## src/rtl/switch_xor3_pkg.sv

```systemverilog
// Shared constants and helpers for the three-way light-switch controller.
package switch_xor3_pkg;

  localparam int DEBOUNCE_CYCLES_DEFAULT = 4;

  // Counter must be able to hold DEBOUNCE_CYCLES itself.
  function automatic int cnt_width(input int cycles);
    return $clog2(cycles + 1);
  endfunction

endpackage

```

## src/rtl/switch_debounce.sv

```systemverilog
// One raw switch pin: two-flop synchronizer followed by a consecutive-sample
// debouncer that only accepts a new level after DEBOUNCE_CYCLES agreeing clocks.
module switch_debounce
  import switch_xor3_pkg::*;
#(
  parameter int DEBOUNCE_CYCLES = DEBOUNCE_CYCLES_DEFAULT
) (
  input  logic clk,
  input  logic rst_n,
  input  logic raw,
  output logic stable
);

  localparam int CntW = cnt_width(DEBOUNCE_CYCLES);
  localparam logic [CntW-1:0] CntLast = CntW'(DEBOUNCE_CYCLES - 1);

  logic            sync1_q;
  logic            sync2_q;
  logic            stable_q;
  logic            stable_d;
  logic [CntW-1:0] count_q;
  logic [CntW-1:0] count_d;

  // Any return of the synchronized level to the stable value restarts the count.
  always_comb begin
    stable_d = stable_q;
    count_d  = count_q;
    if (sync2_q == stable_q) begin
      count_d = '0;
    end else if (count_q == CntLast) begin
      stable_d = sync2_q;
      count_d  = '0;
    end else begin
      count_d = count_q + CntW'(1);
    end
  end

  always_ff @(posedge clk or negedge rst_n) begin
    if (!rst_n) begin
      sync1_q  <= 1'b0;
      sync2_q  <= 1'b0;
      stable_q <= 1'b0;
      count_q  <= '0;
    end else begin
      sync1_q  <= raw;
      sync2_q  <= sync1_q;
      stable_q <= stable_d;
      count_q  <= count_d;
    end
  end

  assign stable = stable_q;

endmodule

```

## src/rtl/switch_xor3.sv

```systemverilog
// Three-way light-switch controller: three debounced switches drive a lamp
// with their odd parity, plus a one-clock pulse whenever the lamp changes.
module switch_xor3
  import switch_xor3_pkg::*;
#(
  parameter int DEBOUNCE_CYCLES = DEBOUNCE_CYCLES_DEFAULT
) (
  input  logic clk,
  input  logic rst_n,
  input  logic x1,
  input  logic x2,
  input  logic x3,
  output logic y,
  output logic y_toggle
);

  if (DEBOUNCE_CYCLES < 1) begin : g_bad_debounce
    $error("switch_xor3: DEBOUNCE_CYCLES must be >= 1");
  end

  logic [2:0] rawSw;
  logic [2:0] stableSw;
  logic       parity_d;
  logic       y_q;
  logic       yToggle_q;

  assign rawSw = {x1, x2, x3};

  for (genvar i = 0; i < 3; i++) begin : g_sw
    switch_debounce #(
      .DEBOUNCE_CYCLES(DEBOUNCE_CYCLES)
    ) u_debounce (
      .clk   (clk),
      .rst_n (rst_n),
      .raw   (rawSw[i]),
      .stable(stableSw[i])
    );
  end

  assign parity_d = ^stableSw;

  // Toggle pulse lines up with the cycle in which y first shows its new value.
  always_ff @(posedge clk or negedge rst_n) begin
    if (!rst_n) begin
      y_q       <= 1'b0;
      yToggle_q <= 1'b0;
    end else begin
      y_q       <= parity_d;
      yToggle_q <= (parity_d != y_q);
    end
  end

  assign y        = y_q;
  assign y_toggle = yToggle_q;

endmodule

```

## config.mk

```make
export PLATFORM = sky130hd
export DESIGN_NAME = switch_xor3
export DESIGN_NICKNAME = d
export VERILOG_FILES = /design/src/rtl/switch_xor3_pkg.sv /design/src/rtl/switch_debounce.sv /design/src/rtl/switch_xor3.sv
export SDC_FILE = /design/constraint.sdc
export NUM_CORES = 1
export LEC_CHECK = 0
export BUFFER_PORTS_ARGS = -buffer_cell sky130_fd_sc_hd__buf_2
export CAP_MARGIN = 20
export CORE_UTILIZATION = 54
export DETAILED_ROUTE_END_ITERATION = 6
export PLACE_DENSITY = 0.74
export SYNTH_ARGS = -nofsm -noshare
export SYNTH_HDL_FRONTEND = slang
export SYNTH_SLANG_ARGS = --single-unit
```

## constraint.sdc

```tcl
create_clock -name clk -period 1.7 [get_ports clk]
set_input_delay 0.255 -clock clk [delete_from_list [all_inputs] [get_ports clk]]
set_output_delay 0.255 -clock clk [all_outputs]
set_load 0.01 [all_outputs]
```

==> impl_metrics.csv <==
group,metric,value,unit
cts,clock-sinks,20,
routing,routed_wl,839,um
timing,slew_violations,0,
critical_path,r2r_end,"g_sw[1].u_debounce.stable",
critical_path,slowest_stage,"dfrtp_1",
cts,numCtsBuffers,3,
critical_path,cpLargestDelayFamily,"flip-flops",
timing,period_needed,1.23,ns
timing,fin_tns_setup,0,ns
cts,cts_buffer_depth,2,
power,clkPwrFrac,19.2,%
synthesis,yosys_register_bits,20,
routing,ant_nets,0,
critical_path,path_depth,3,
outcome,status,"complete, no violations",
die,initial_core_util,61.8,%
routing,vias_per_cell,5.09,
synthesis,seq_area_frac_synth,68.3,%
die,die_w,38.9,um
layout,area_growth,12.8,%
synthesis,yosysWarnings,0,
timing,setup_viol,0,
timing,fin_crit_sh,72.6,%
die,die_height,38.9,um
min_path,hp-class,"primary input to flip-flop",
routing,drt_iter0_drc,2,
cts,cts_setup_buffers,0,
place,io_buffers,6,
grt,antenna_found_initial,0,
grt,grt_max_degree,21,
synthesis,synth_top_area_share,68.3,%
timing,rsz0062_at_grt,"false",
critical_path,critPathBufInv,0,
place,post-place-ws,0.489,ns
critical_path,worstSetupPathType,"flip-flop to flip-flop",
layout,nets,64,
power,p_total,1350,uW
critical_path,rr_startpoint,"g_sw[1].u_debounce.count_q[0]",
power,pwr-share-comb,29.6,%
power,power_density,1630,mW/mm^2
critical_path,cpPeakStageDelay,0.42,ns
cts,clock_latency,0.29,ns
job,maxCapViolCount,0,
layout,num_antenna_cells,0,
die,num_rows,12,
synthesis,syn-cell-area,733,um^2
die,coreArea,0.00119,mm^2
grt,first_global_vias,357,
timing,finalHoldViolations,0,
power,p_sw_share,28.0,%
critical_path,crit_end,"g_sw[1].u_debounce.stable",
synthesis,netlist_top_cells_area,"dfrtp_1 (68%), xnor2_1 (6.0%), ha_1 (5.1%), mux2_1 (4.6%), nor3b_1 (4.1%)",
critical_path,worst_setup_path_end_kind,"flip-flop",
power,seqPwrFrac,51.2,%
timing,finalWorstSetupSlack,0.466,ns
routing,wl_per_cell,12.2,um
grt,grt_use_total,15.4,%
synthesis,yosys.area.top_type,"dfrtp_1",
routing,drcViolationCount,0,
critical_path,rrSetupSlack,0.47,ns
timing,skew,0.00218,ns
place,routabilityCongestion,0.603,
power,p_int,970,uW
cts,clkSlewWorstSetupHoldPaths,0.10,ns
die,die_area,0.00151,mm^2
timing,holdWs,0.0643,ns
grt,grt_pass1_wl,1.46,mm
synthesis,syn_nets,52,
timing,tightest_slew,0.416,ns
grt,grt_overflow_total,0,
routing,drt-pass1-iter-count,2,
critical_path,r2r_cells,3,
critical_path,path_max_fanout,2,
layout,fillers,85,
timing,fmax,810,MHz
routing,vias,351,
cts,cts-resized-gates,0,
timing,maxSlewHeadroom,72.3,%
cts,cts_tree,"yes",
power,p_switching,378,uW
layout,layout-drive-gt1-share,27.3,%
cts,clock-root-buffer,"clkbuf_4",
place,dp.final_hpwl,644,um
critical_path,required,1.88,ns
critical_path,cp-startpoint,"g_sw[1].u_debounce.count_q[0]",
die,ios,7,
critical_path,cp.arrival,1.41,ns
synthesis,synthDistinctLibCells,11,
layout,fin_util,69.7,%
power,p_leak,0.000392,uW
cts,cts_hold_buf,1,
synthesis,synth.avg_cell_area,16.7,um^2
critical_path,setup.worst_path.start_class,"flip-flop",
power,ir_drop,0.000754,V
cts,h-tree-depth,1,
synthesis,syn-instance-count,44,
critical_path,crit_chain,"ha_1 > nor2b_2 > mux2_1",
[power groups by stage]
stage                     registers, uW  logic [uW]  clock network [uW]
after floorplan                     698         301                   0
after global placement              692         367                   0
after detailed placement            702         406                   0
after CTS                           692         409                 267
after global routing                707         450                 291
final                               691         399                 259
[layout by cell type (no fill, tap or decap), drive strengths merged]
| cell | netlist | layout |
|---|---|---|
| dlygate4sd3 | 0 | 1 |
| ha | 3 | 3 |
| clkbuf | 0 | 4 |
| mux2 | 3 | 3 |
| nor3b | 5 | 5 |
| buf | 0 | 6 |
| dfrtp | 20 | 20 |
| nor2b | 4 | 4 |
| nor3 | 3 | 3 |
| xnor2 | 5 | 5 |
| xnor3 | 1 | 1 |
[worst min-delay path by stage]
| stage | from | endpoint | depth (start not counted) |
|---|---|---|---|
| after floorplan | rst_n | g_sw[0].u_debounce.count_q[0] | 0 |
| after global placement | rst_n | g_sw[0].u_debounce.count_q[2] | 1 |
| after detailed placement | rst_n | y_toggle | 1 |
| after CTS | x3 | g_sw[0].u_debounce.sync1_q | 1 |
| after global routing | x3 | g_sw[0].u_debounce.sync1_q | 1 |
| final | x1 | g_sw[2].u_debounce.sync1_q | 1 |
[cell type report]
type,instances,area (um^2),share of cell area (%)
tap,14,17.5,2.12
multi-input combinational,24,233,28.1
clock buffer,4,36.3,4.39
sequential,20,500,60.5
timing repair buffer,7,40.0,4.84
[flip-flops by register name (all words and copies together) (netlist names)]
name	cells
g_sw.u_debounce.count_q	9
g_sw.u_debounce.stable	3
g_sw.u_debounce.sync1_q	3
g_sw.u_debounce.sync2_q	3
y	1
y_toggle	1
[synth_stat cells, drive strengths merged]
cell / number
nor3b: 5
mux2: 3
nor3: 3
nor2b: 4
ha: 3
xnor2: 5
dfrtp: 20
xnor3: 1
[stage by stage]
step,cell area [um^2],instances
floorplan,733,44
global placement,781,64
detailed placement,781,64
CTS,827,69
global route,827,69
finish,827,69
[metal layers]
metal / wire length (um) / global-route usage (%)
met1: 409 / 19.2
met2: 392 / 22.5
met3: 31 / 5.20
met4: 6 / 10.3
met5: 0 / 0
[kinds of logic (layout without fill, tap and decap cells)]
group         Yosys count  after routing  synth area share (%)
fa+ha+maj               3              3                  5.12
mux                     3              3                  4.61
xor+xnor                6              6                  9.04
flops                  20             20                  68.3
simple gates           12             12                  13.0
buf+inv                 0             11                     0
(Power assumes the default switching activity.)
